[config.mk]
export PLATFORM = sky130hd
export DESIGN_NAME = mult_dispatch
export DESIGN_NICKNAME = d
export VERILOG_FILES = /design/src/rtl/mult_dispatch.sv
export SDC_FILE = /design/constraint.sdc
export NUM_CORES = 1
export LEC_CHECK = 0
export BUFFER_PORTS_ARGS = -buffer_cell sky130_fd_sc_hd__buf_4
export CORE_ASPECT_RATIO = 1.75
export CORE_MARGIN = 4
export CORE_UTILIZATION = 40
export DETAILED_ROUTE_END_ITERATION = 7
export PLACE_DENSITY = 0.77
export RECOVER_POWER = 25
export SYNTH_ARGS = -nofsm -noshare
export SYNTH_HDL_FRONTEND = slang
export SYNTH_SLANG_ARGS = --single-unit
[constraint.sdc]
create_clock -name clk_i -period 2.32 [get_ports clk_i]
set_input_delay 0.232 -clock clk_i [delete_from_list [all_inputs] [get_ports clk_i]]
set_output_delay 0.232 -clock clk_i [all_outputs]
set_load 0.01 [all_outputs]
[src/rtl/mult_dispatch.sv]
// Issue-side dispatcher for the shared mult FU: round-robin arbitration of per-thread MUL/DIV
// requests, single-DIV tracking, per-thread outstanding counters and result writeback routing.
package mult_dispatch_pkg;
  localparam int NUM_THREADS   = 2;
  localparam int XLEN          = 32;
  localparam int TRANS_ID_BITS = 3;
  localparam int THR_W         = (NUM_THREADS > 1) ? $clog2(NUM_THREADS) : 1;

  localparam logic [3:0] OP_MUL    = 4'd0;
  localparam logic [3:0] OP_MULH   = 4'd1;
  localparam logic [3:0] OP_MULHU  = 4'd2;
  localparam logic [3:0] OP_MULHSU = 4'd3;
  localparam logic [3:0] OP_DIV    = 4'd4;
  localparam logic [3:0] OP_DIVU   = 4'd5;
  localparam logic [3:0] OP_REM    = 4'd6;
  localparam logic [3:0] OP_REMU   = 4'd7;

  typedef struct packed {
    logic [3:0]               operation;
    logic [XLEN-1:0]          operand_a;
    logic [XLEN-1:0]          operand_b;
    logic [TRANS_ID_BITS-1:0] trans_id;
    logic [THR_W-1:0]         thread_id;
  } fu_data_t;

  function automatic logic is_div(input logic [3:0] op);
    return (op == OP_DIV) || (op == OP_DIVU) || (op == OP_REM) || (op == OP_REMU);
  endfunction
endpackage

module mult_dispatch
  import mult_dispatch_pkg::*;
#(
  parameter int MAX_OUTST = 4,
  parameter int MUL_LAT   = 1
) (
  input  logic                     clk_i,
  input  logic                     rst_ni,
  input  logic                     flush_i,
  input  logic [NUM_THREADS-1:0]   req_valid_i,
  input  fu_data_t                 req_data_i [NUM_THREADS],
  output logic [NUM_THREADS-1:0]   req_ready_o,
  output fu_data_t                 fu_data_o,
  output logic                     mult_valid_o,
  input  logic                     mult_ready_i,
  input  logic                     res_valid_i,
  input  logic [XLEN-1:0]          res_i,
  input  logic [TRANS_ID_BITS-1:0] res_trans_id_i,
  input  logic [THR_W-1:0]         res_thread_id_i,
  output logic [NUM_THREADS-1:0]   wb_valid_o,
  output logic [XLEN-1:0]          wb_result_o,
  output logic [TRANS_ID_BITS-1:0] wb_trans_id_o,
  output logic [NUM_THREADS-1:0]   thread_idle_o
);
  localparam int CW = $clog2(MAX_OUTST + 1);
  localparam int SW = $clog2(MUL_LAT + 1);

  logic [CW-1:0]            r_cnt [NUM_THREADS];
  logic [THR_W-1:0]         r_rr;
  logic                     r_div_busy;
  logic [TRANS_ID_BITS-1:0] r_div_tid;
  logic [THR_W-1:0]         r_div_thr;
  logic [SW-1:0]            r_squash;

  logic [NUM_THREADS-1:0]   w_elig;
  logic [NUM_THREADS-1:0]   w_grant;
  logic [NUM_THREADS-1:0]   w_inc;
  logic [NUM_THREADS-1:0]   w_dec;
  logic [THR_W-1:0]         w_gnt_idx;
  logic                     w_gnt_any;
  logic                     w_div_free;
  logic                     w_res_acc;
  logic                     w_div_done;

  // A DIV may only start when the divider is idle and nothing DIV-class is sitting in the issue register.
  assign w_div_free = !r_div_busy && mult_ready_i && !(mult_valid_o && is_div(fu_data_o.operation));
  assign w_res_acc  = res_valid_i && !flush_i && (r_squash == '0);
  assign w_div_done = res_valid_i && r_div_busy && (res_trans_id_i == r_div_tid)
                      && (res_thread_id_i == r_div_thr);

  always_comb begin
    w_elig    = '0;
    w_grant   = '0;
    w_gnt_idx = '0;
    w_gnt_any = 1'b0;
    w_inc     = '0;
    w_dec     = '0;
    for (int t = 0; t < NUM_THREADS; t++) begin
      w_elig[t] = req_valid_i[t] && (r_cnt[t] < CW'(MAX_OUTST)) && !flush_i
                  && (!is_div(req_data_i[t].operation) || w_div_free);
    end
    for (int i = 0; i < NUM_THREADS; i++) begin
      if (!w_gnt_any && w_elig[(int'(r_rr) + i) % NUM_THREADS]) begin
        w_gnt_any = 1'b1;
        w_gnt_idx = THR_W'((int'(r_rr) + i) % NUM_THREADS);
      end
    end
    for (int t = 0; t < NUM_THREADS; t++) begin
      w_grant[t] = w_gnt_any && (w_gnt_idx == THR_W'(t));
      w_inc[t]   = w_grant[t];
      w_dec[t]   = w_res_acc && (res_thread_id_i == THR_W'(t)) && (r_cnt[t] != '0);
    end
  end

  assign req_ready_o = w_grant;

  always_comb begin
    thread_idle_o = '0;
    for (int t = 0; t < NUM_THREADS; t++) begin
      thread_idle_o[t] = (r_cnt[t] == '0);
    end
  end

  always_ff @(posedge clk_i or negedge rst_ni) begin
    if (!rst_ni) begin
      r_rr          <= '0;
      r_div_busy    <= 1'b0;
      r_div_tid     <= '0;
      r_div_thr     <= '0;
      r_squash      <= '0;
      fu_data_o     <= '0;
      mult_valid_o  <= 1'b0;
      wb_valid_o    <= '0;
      wb_result_o   <= '0;
      wb_trans_id_o <= '0;
      for (int t = 0; t < NUM_THREADS; t++) r_cnt[t] <= '0;
    end else begin
      mult_valid_o <= w_gnt_any;
      if (w_gnt_any) begin
        fu_data_o <= req_data_i[w_gnt_idx];
        r_rr      <= THR_W'((int'(w_gnt_idx) + 1) % NUM_THREADS);
      end

      if (flush_i) begin
        r_div_busy <= 1'b0;
      end else if (w_gnt_any && is_div(req_data_i[w_gnt_idx].operation)) begin
        r_div_busy <= 1'b1;
        r_div_tid  <= req_data_i[w_gnt_idx].trans_id;
        r_div_thr  <= w_gnt_idx;
      end else if (w_div_done) begin
        r_div_busy <= 1'b0;
      end

      // Results still in the FU pipe when a flush hits belong to killed ops; drop them for MUL_LAT cycles.
      if (flush_i) r_squash <= SW'(MUL_LAT);
      else if (r_squash != '0) r_squash <= r_squash - SW'(1);

      for (int t = 0; t < NUM_THREADS; t++) begin
        if (flush_i) r_cnt[t] <= '0;
        else if (w_inc[t] && !w_dec[t]) r_cnt[t] <= r_cnt[t] + CW'(1);
        else if (w_dec[t] && !w_inc[t]) r_cnt[t] <= r_cnt[t] - CW'(1);
      end

      wb_valid_o <= '0;
      if (w_res_acc) begin
        wb_valid_o[res_thread_id_i] <= 1'b1;
        wb_result_o                 <= res_i;
        wb_trans_id_o               <= res_trans_id_i;
      end
    end
  end
endmodule

==> impl_metrics.py, run 1 <==
metrics = {
    "critical_path": {
        "r2r_slack_ns": 0.09,
        "crit_path_max_incr_delay_ns": 0.48,
        "critical_path.top_delay_family": "simple AND/OR/NAND/NOR gates",
        "r2r_cells": 8,
        "crit_fanout": 38,
        "required_ns": 2.09,
        "path_buf_inv": 2,
        "r2r_start": "fu_data_o[71]$_DFFE_PN0N_",
        "cp-end-kind": "output port",
        "crit_chain": "or3b_1, a211oi_4, buf_12, buf_4",
        "crit_type": "reg2out",
        "crit_slowest_cell": "or3b_1",
        "r2r_end": "r_cnt[2]$_DFFE_PN0P_",
        "startpoint_type": "flop",
        "critPathArrivalTime_ns": 2.09,
    },
    "clocking": {
        "clock-root-buffer": "clkbuf_16",
        "tritoncts": "done",
        "numClockSinks": 123,
        "numCtsBuffers": 17,
        "path_clk_slew_ns": 0.06,
        "cts_max_level": 4,
        "clock_path_buffers": 2,
        "clock_latency_ns": 0.41,
    },
    "floorplanning": {
        "core_sq_mm": 0.01294,
        "num_rows": 55,
        "die_x_microns": 94.66,
        "ios": 301,
        "start_util": 0.4063,
        "die_y_microns": 159.6,
        "dieArea_sq_mm": 0.01511,
    },
    "synth": {
        "synth-simple-area-share": 0.1464,
        "synth_compound_area_frac": 0.1212,
        "synth.avg_cell_area_sq_um": 11.02,
        "synth_most_common_cell": "nand2_1",
        "synth_nets": 666,
        "async_flop_share": 1.000,
        "synth-xor-area-share": 0.009998,
        "synth.largest_area_cell": "dfrtp_1",
        "yosysUniqueCellTypes": 35,
        "ys_seq_elements": 123,
        "yosysWarnings": 0,
        "ys_seq_area_frac": 0.5856,
        "syn_inst": 477,
        "synthFlopType": "dfrtp_1",
        "synth_top_area_frac": 0.5856,
        "synthAdderAreaFrac": 0.007617,
        "syn-cell-area_sq_mm": 0.005256,
        "synth_edf_count": 0,
        "synth_top_family_by_area": "simple AND/OR/NAND/NOR gates",
        "synth.area.top_cells": "dfrtp_1 59%, nand2_1 10%, a22oi_1 9.7%, mux2_2 7.5%, mux2i_1 2.3%",
        "synthTopCellsByCount": "142 x nand2_1, 123 x dfrtp_1, 68 x a22oi_1, 35 x mux2_2",
        "muxShareOfSynthArea": 0.09783,
    },
    "pwr": {
        "leakagePower_nw": 4.366,
        "p_per_area_mw_per_mm2": 1047,
        "ir_drop_v": 0.0005837,
    },
    "hold_path": {
        "hold_path_depth": 3,
        "min_to": "fu_data_o[48]$_DFFE_PN0N_",
        "min_from": "req_data_i[120]",
        "min_path_type": "in2reg",
    },
    "final_layout": {
        "diodes": 0,
        "regArea_sq_mm": 0.003078,
        "finalInstanceArea_sq_mm": 0.008549,
        "drive_gt1_frac": 0.4728,
        "fillers": 1042,
        "multi_input_area_sq_mm": 0.002062,
        "fin_util": 0.6608,
        "synthToLayoutAreaGrowth_pct": 62.65,
        "nNetsFinal": 986,
    },
    "global_routing": {
        "grt_pass1_vias": 5480,
        "track_usage": 0.2441,
        "grt_overflow": 0,
        "grt_first_pass_wirelength_microns": 28190,
        "grt_max_degree": 118,
        "antenna_found_initial": 0,
    },
    "routing": {
        "finalWirelength_microns": 18270,
        "drtAntennaViolNets": 0,
        "num_vias": 5034,
        "viasPerCell": 5.131,
        "routedWlPerCell_microns": 18.62,
        "first_pass_iters": 5,
        "drc": 0,
        "drtIter0Drc": 176,
    },
    "timing": {
        "finalHoldViolCount": 0,
        "finalSetupViolations": 1,
        "fin_crit_ns": 2.323,
        "tightestPinTransition_ns": 1.071,
        "setup-tns-final_ns": -0.002649,
        "clock_skew_ns": 0.009542,
        "rsz0062_at_grt": "yes",
        "fmax_ghz": 0.4305,
        "period_share": 1.001,
        "relSlewSlack": 0.2860,
        "fin_ws_ns": -0.002649,
        "slew_violations": 0,
    },
    "run": {
        "drv_cap": 0,
    },
    "outcome": {
        "status": "complete, but fails checks",
        "violations": "setup timing",
    },
    "place": {
        "post_dp_cell_area_sq_mm": 0.007700,
        "port_buffers": 300,
        "finalWeightedCongestion": 0.9030,
        "hpwl_microns": 12920,
    },
}
[report_power, final]
part / total, W / internal (W) / switching (W)
clock network: 0.00255 / 0.00152 / 0.00103
logic: 0.00312 / 0.00163 / 0.00149
registers: 0.00328 / 0.00283 / 0.000453
total: 0.00895 / 0.00598 / 0.00297
[cell families after synthesis]
family	after synthesis
simple gates	180
buf+inv	33
xor+xnor	6
flops	123
mux	47
fa+ha+maj	2
compound gates	86
[flip-flops by register name, indices dropped and copies added, names as in the netlist]
register,count
mult_valid_o,1
wb_result_o,32
r_div_thr,1
r_squash,1
r_div_tid,3
r_rr,1
r_cnt,6
wb_valid_o,2
fu_data_o,72
wb_trans_id_o,3
r_div_busy,1
[stage by stage]
| step | hold slack [ns] | total power [W] | setup WS [ns] | instances |
|---|---|---|---|---|
| floorplan | -0.06359 | 0.004622 | 0.02548 | 477 |
| global placement | 0.05145 | 0.006229 | 0.2194 | 926 |
| finish | 0.01420 | 0.008950 | -0.002649 | 981 |
| detailed placement | 0.05391 | 0.006334 | 0.05945 | 926 |
| global route | 0.0004421 | 0.009477 | -0.04585 | 981 |
| CTS | 0.0001636 | 0.009019 | 0.03040 | 979 |
[what timing repair did]
action	4_1_cts	5_1_grt
pin swaps	1	1
cloned	2	0
gates resized for setup	0	4
setup endpoints to repair	2	4
buffers inserted	0	1
endpoints found under the hold margin	24	1
hold buffers	19	1
[tightest hold or removal path: cells and delay by family]
kind          cells  cell delay, ns
simple gates      2            0.09
buf+inv           1            0.08
[metal layers]
metal,track usage,share of wire,vias up
li1,-,-,2290
met1,0.2572,0.34,2437
met2,0.4154,0.53,246
met3,0.07116,0.075,61
met4,0.1537,0.056,0
met5,0,0,-
[final cells by class]
cell class              count  area share
flip-flops and latches    123      0.3600
repair buffers            329      0.3046
multi-input cells         321      0.2412
clock buffers              18     0.05137
well taps                 171     0.02503
clock inverters            14     0.01566
inverters                   5    0.002195
[worst max-delay path by stage]
stage | start | to | depth (start not counted)
floorplan | fu_data_o[71]$_DFFE_PN0N_ | r_cnt[5]$_DFFE_PN0P_ | 10
global placement | r_cnt[2]$_DFFE_PN0P_ | r_cnt[5]$_DFFE_PN0P_ | 8
detailed placement | r_rr$_DFFE_PN0N_ | r_cnt[2]$_DFFE_PN0P_ | 7
CTS | r_rr$_DFFE_PN0N_ | r_cnt[2]$_DFFE_PN0P_ | 7
global route | r_cnt[2]$_DFFE_PN0P_ | req_ready_o[1] | 4
finish | r_cnt[2]$_DFFE_PN0P_ | req_ready_o[1] | 4
[cell usage in the layout (no fill, tap or decap), types with 3 or more instances in the layout]
cell type	Yosys	routed
xor2_1	3	3
clkinvlp_4	0	4
inv_6	0	5
dfrtp_1	123	123
clkbuf_16	0	17
nand2b_1	10	10
o21ai_1	5	5
and2_1	5	5
mux2i_1	12	12
mux2_2	35	35
nor2b_1	4	3
inv_1	4	4
nor3_1	4	4
buf_4	5	301
xnor2_1	3	3
nand2_1	142	142
a21oi_1	5	5
nor2_1	6	5
buf_12	0	3
dlygate4sd3_1	0	20
a22oi_1	68	68
Note: power is estimated with default switching activity, not from simulation.
==> run 2, diff against run 1 <==
--- a/config.mk
+++ b/config.mk
@@ -7,11 +7,12 @@
 export LEC_CHECK = 0
 export BUFFER_PORTS_ARGS = -buffer_cell sky130_fd_sc_hd__buf_4
 export CORE_ASPECT_RATIO = 1.75
-export CORE_MARGIN = 4
+export CORE_MARGIN = 1.5
 export CORE_UTILIZATION = 40
 export DETAILED_ROUTE_END_ITERATION = 7
 export PLACE_DENSITY = 0.77
 export RECOVER_POWER = 25
+export SKIP_LAST_GASP = 1
 export SYNTH_ARGS = -nofsm -noshare
 export SYNTH_HDL_FRONTEND = slang
 export SYNTH_SLANG_ARGS = --single-unit
==> impl_metrics.py, run 2 (same netlist as run 1, synthesis figures left out) <==
metrics = {
    "outcome": {
        "status": "finished clean",
    },
    "place": {
        "hpwl_microns": 12050,
        "post_dp_cell_area_sq_mm": 0.007722,
        "port_buffers": 300,
        "finalWeightedCongestion": 0.9103,
    },
    "timing": {
        "finalSetupViolations": 0,
        "rsz0062_at_grt": "yes",
        "period_share": 0.9711,
        "clock_skew_ns": 0.008782,
        "slew_violations": 0,
        "fin_crit_ns": 2.253,
        "fmax_ghz": 0.4438,
        "relSlewSlack": 0.5804,
        "tightestPinTransition_ns": 0.6253,
        "finalHoldViolCount": 0,
    },
    "final_layout": {
        "multi_input_area_sq_mm": 0.002063,
        "mostFrequentLayoutCells": "313 x buf_4, 142 x nand2_1, 123 x dfrtp_1",
        "top_regs": "fu_data_o: 72 flops, wb_result_o: 32 flops, r_cnt: 6 flops",
        "regMostFlops": "fu_data_o",
        "regArea_sq_mm": 0.003078,
        "fillers": 1011,
        "nNetsFinal": 979,
        "diodes": 0,
        "largest_register_ff_count": 72,
        "drive_gt1_frac": 0.4900,
        "synthToLayoutAreaGrowth_pct": 61.87,
        "finalInstanceArea_sq_mm": 0.008508,
        "mostFrequentLayoutCell": "buf_4",
    },
    "pwr": {
        "leakagePower_nw": 4.376,
        "ir_drop_v": 0.0006241,
        "report.power.total_w": 0.009102,
        "p_per_area_mw_per_mm2": 1070,
    },
    "routing": {
        "viasPerCell": 5.141,
        "drtAntennaViolNets": 0,
        "num_vias": 5002,
        "routedWlPerCell_microns": 17.82,
        "drtIter0Drc": 195,
        "drc": 0,
        "first_pass_iters": 4,
        "finalWirelength_microns": 17340,
    },
    "run": {
        "drv_cap": 0,
    },
    "floorplanning": {
        "start_util": 0.4085,
        "core_sq_mm": 0.01287,
        "die_y_microns": 154.6,
        "die_x_microns": 89.66,
        "num_rows": 55,
        "dieArea_sq_mm": 0.01386,
        "ios": 301,
    },
    "global_routing": {
        "track_usage": 0.2376,
        "grt_pass1_vias": 5157,
        "grt_max_degree": 72,
        "grt_first_pass_wirelength_microns": 24830,
        "grt_overflow": 0,
        "antenna_found_initial": 0,
    },
    "clocking": {
        "numClockSinks": 123,
        "numCtsBuffers": 17,
        "clock_latency_ns": 0.40,
        "tritoncts": "done",
        "path_clk_slew_ns": 0.06,
        "cts_max_level": 4,
        "clock-root-buffer": "clkbuf_16",
        "clock_path_buffers": 2,
    },
    "critical_path": {
        "cp-end-kind": "output port",
        "startpoint_type": "flop",
        "critPathArrivalTime_ns": 2.02,
        "crit_type": "reg2out",
        "crit_fanout": 36,
        "required_ns": 2.09,
    },
    "hold_path": {
        "min_path_type": "in2reg",
    },
}
## run 2: through the flow
stage | setup TNS (ns) | cells | setup WS (ns) | hold slack, ns | utilization
global placement | 0 | 929 | 0.2254 | 0.1672 | 0.6001
finish | 0 | 973 | 0.06695 | 0.02320 | 0.6612
CTS | 0 | 963 | 0.03064 | 0.003466 | 0.6512
floorplan | 0 | 477 | 0.02548 | -0.06359 | -
global route | -0.1123 | 973 | -0.05274 | 0.01331 | 0.6612
detailed placement | 0 | 929 | 0.1138 | 0.1705 | 0.6001
## run 2: final timing paths
kind / to / cells past startpoint / from / slack (ns)
setup / recovery: req_ready_o[0] / 5 / r_cnt[5]$_DFFE_PN0P_ / 0.07
max in group asynchronous: fu_data_o[27]$_DFFE_PN0N_ / 3 / rst_ni / 1.30
min in group asynchronous: fu_data_o[38]$_DFFE_PN0N_ / 2 / rst_ni / 0.30
hold / removal: fu_data_o[16]$_DFFE_PN0N_ / 3 / req_data_i[88] / 0.02
hold reg to reg: fu_data_o[51]$_DFFE_PN0N_ / 2 / fu_data_o[51]$_DFFE_PN0N_ / 0.50
setup reg to reg: r_cnt[2]$_DFFE_PN0P_ / 7 / r_cnt[2]$_DFFE_PN0P_ / 0.09
## run 2: worst max-delay path: stages, from the launching register on
cell and delay, ns:
dfrtp_1 0.45, nand2b_1 0.21, nor2_1 0.24, o211a_2 0.31, buf_12 0.24, buf_4 0.16
## run 2: where the power goes
part / internal [W] / total (W) / switching, W
sequential: 0.00283 / 0.00329 / 0.000458
clock: 0.00174 / 0.00267 / 0.000925
combinational: 0.00165 / 0.00314 / 0.00150
total: 0.00622 / 0.00910 / 0.00288
## run 2: per-layer routing
metal,GRT usage,share of wire
met1,0.2468,0.35
met2,0.4282,0.56
met3,0.05176,0.055
met4,0.1245,0.037
met5,0,0
## run 2: timing repair
action                                 4_1_cts  5_1_grt
endpoints found under the hold margin       24        0
pin swaps                                    0        3
hold buffers                                 2        0
setup buffers                                0        8
cloned                                       1        2
resized for setup                            1        3
setup endpoints to repair                    2        4
## run 2: cell type report
type	count	share of cell area
inverters	5	0.002206
clock inverters	10	0.01662
multi-input cells	321	0.2425
clock buffers	21	0.05412
flip-flops and latches	123	0.3618
repair buffers	322	0.2976
well taps	171	0.02515
==> run 3, diff against run 2 <==
--- a/config.mk
+++ b/config.mk
@@ -12,6 +12,7 @@
 export DETAILED_ROUTE_END_ITERATION = 7
 export PLACE_DENSITY = 0.77
 export RECOVER_POWER = 25
+export SETUP_SLACK_MARGIN = 0.2
 export SKIP_LAST_GASP = 1
 export SYNTH_ARGS = -nofsm -noshare
 export SYNTH_HDL_FRONTEND = slang
==> impl_metrics.py, run 3 (same netlist as run 1, synthesis figures left out) <==
metrics = {
    "outcome": {
        "status": "finished clean",
    },
    "final_layout": {
        "synthToLayoutAreaGrowth_pct": 61.89,
        "largest_register_ff_count": 72,
        "diodes": 0,
        "mostFrequentLayoutCell": "buf_4",
        "top_regs": "fu_data_o: 72 flops, wb_result_o: 32 flops, r_cnt: 6 flops",
        "mostFrequentLayoutCells": "278 x buf_4, 142 x nand2_1, 123 x dfrtp_1",
        "fillers": 1040,
        "nNetsFinal": 983,
        "regMostFlops": "fu_data_o",
        "drive_gt1_frac": 0.4634,
    },
    "routing": {
        "drc": 0,
        "drtAntennaViolNets": 0,
        "num_vias": 4972,
        "finalWirelength_microns": 17480,
        "viasPerCell": 5.084,
        "routedWlPerCell_microns": 17.88,
        "first_pass_iters": 5,
        "drtIter0Drc": 279,
    },
    "clocking": {
        "path_clk_slew_ns": 0.06,
        "cts_max_level": 4,
        "tritoncts": "done",
        "clock_latency_ns": 0.41,
        "numClockSinks": 123,
        "clock-root-buffer": "clkbuf_16",
        "clock_path_buffers": 2,
        "numCtsBuffers": 17,
    },
    "hold_path": {
        "hold_path_depth": 3,
        "min_path_type": "in2reg",
    },
    "timing": {
        "rsz0062_at_grt": "yes",
        "holdWs_ns": 0.01558,
        "setup-tns-final_ns": 0,
        "tightestPinTransition_ns": 1.346,
        "finalSetupViolations": 0,
        "fin_crit_ns": 2.123,
        "fmax_ghz": 0.4711,
        "slew_violations": 0,
        "clock_skew_ns": 0.008041,
        "finalHoldViolCount": 0,
        "relSlewSlack": 0.1030,
        "period_share": 0.9150,
    },
    "floorplanning": {
        "core_sq_mm": 0.01287,
        "ios": 301,
        "start_util": 0.4085,
        "die_x_microns": 89.66,
        "num_rows": 55,
        "die_y_microns": 154.6,
        "dieArea_sq_mm": 0.01386,
    },
    "global_routing": {
        "track_usage": 0.2501,
        "grt_first_pass_wirelength_microns": 25710,
        "antenna_found_initial": 0,
        "grt_overflow": 0,
        "grt_pass1_vias": 5212,
        "grt_max_degree": 53,
    },
    "run": {
        "drv_cap": 0,
    },
    "critical_path": {
        "crit_fanout": 4,
        "required_ns": 2.65,
        "startpoint_type": "flop",
        "cp-end-kind": "flop",
        "crit_type": "reg2reg",
        "r2r_cells": 8,
        "critPathArrivalTime_ns": 2.45,
    },
    "place": {
        "finalWeightedCongestion": 0.9208,
        "port_buffers": 300,
        "hpwl_microns": 12060,
    },
    "pwr": {
        "ir_drop_v": 0.0006606,
        "p_per_area_mw_per_mm2": 1066,
        "report.power.total_w": 0.009072,
        "leakagePower_nw": 4.303,
    },
}
[run 3: worst paths after layout]
| kind | startpoint | end | slack (ns) |
|---|---|---|---|
| min | req_data_i[137] | fu_data_o[65]$_DFFE_PN0N_ | 0.02 |
| min reg2reg | fu_data_o[22]$_DFFE_PN0N_ | fu_data_o[22]$_DFFE_PN0N_ | 0.50 |
| max in group asynchronous | rst_ni | fu_data_o[15]$_DFFE_PN0N_ | 0.80 |
| min in group asynchronous | rst_ni | fu_data_o[32]$_DFFE_PN0N_ | 0.69 |
| max reg2reg | fu_data_o[71]$_DFFE_PN0N_ | r_cnt[2]$_DFFE_PN0P_ | 0.20 |
| max | fu_data_o[71]$_DFFE_PN0N_ | r_cnt[2]$_DFFE_PN0P_ | 0.20 |
[run 3: report_power, final]
| group | total [W] | internal [W] | switching [W] |
|---|---|---|---|
| combinational | 0.00310 | 0.00158 | 0.00152 |
| sequential | 0.00328 | 0.00283 | 0.000445 |
| clock | 0.00270 | 0.00173 | 0.000970 |
| total | 0.00907 | 0.00614 | 0.00293 |
[run 3: worst max-delay path, stage by stage, from the launching register on]
cell      delay, ns
dfrtp_1        0.38
nand3b_1       0.23
a21o_1         0.25
a211oi_4       0.33
nor2b_4        0.21
fa_2           0.19
nor2_1         0.05
mux2i_1        0.20
mux2i_1        0.20
[run 3: final cells by class]
cell class | count | area (sq um) | share of cell area
multi-input combinational | 321 | 2101 | 0.2469
tap | 171 | 214.0 | 0.02514
clock inverter | 13 | 167.7 | 0.01970
clock buffer | 19 | 442.9 | 0.05205
sequential | 123 | 3078 | 0.3617
inverter | 5 | 18.77 | 0.002206
timing repair buffer | 326 | 2487 | 0.2923
[run 3: what timing repair did]
action                                  4_1_cts  5_1_grt
buffers inserted                              8        3
hold buffers                                  2        0
endpoints found under the setup margin        4       25
hold endpoints to repair                     51        0
pin swaps                                     4        5
resized for setup                             8        7
gates cloned                                  4        0
[run 3: per-stage QoR]
step	utilization	setup WS (ns)	std cells	cell area (sq um)
2_1_floorplan	-	0.1231	477	5299
3_3_place_gp	0.6016	0.2565	929	7741
3_5_place_dp	0.6016	0.1373	929	7741
4_1_cts	0.6676	0.1514	975	8591
5_1_grt	0.6613	0.08804	978	8509
6_report	0.6613	0.1971	978	8509
[run 3: metal layers]
metal  global-route usage  up-vias  part of all wire
li1                     -     2289                 -
met3              0.06350       41             0.065
met5                    0        -                 0
met1               0.2591     2403              0.36
met4               0.1297        0             0.040
met2               0.4460      239              0.53
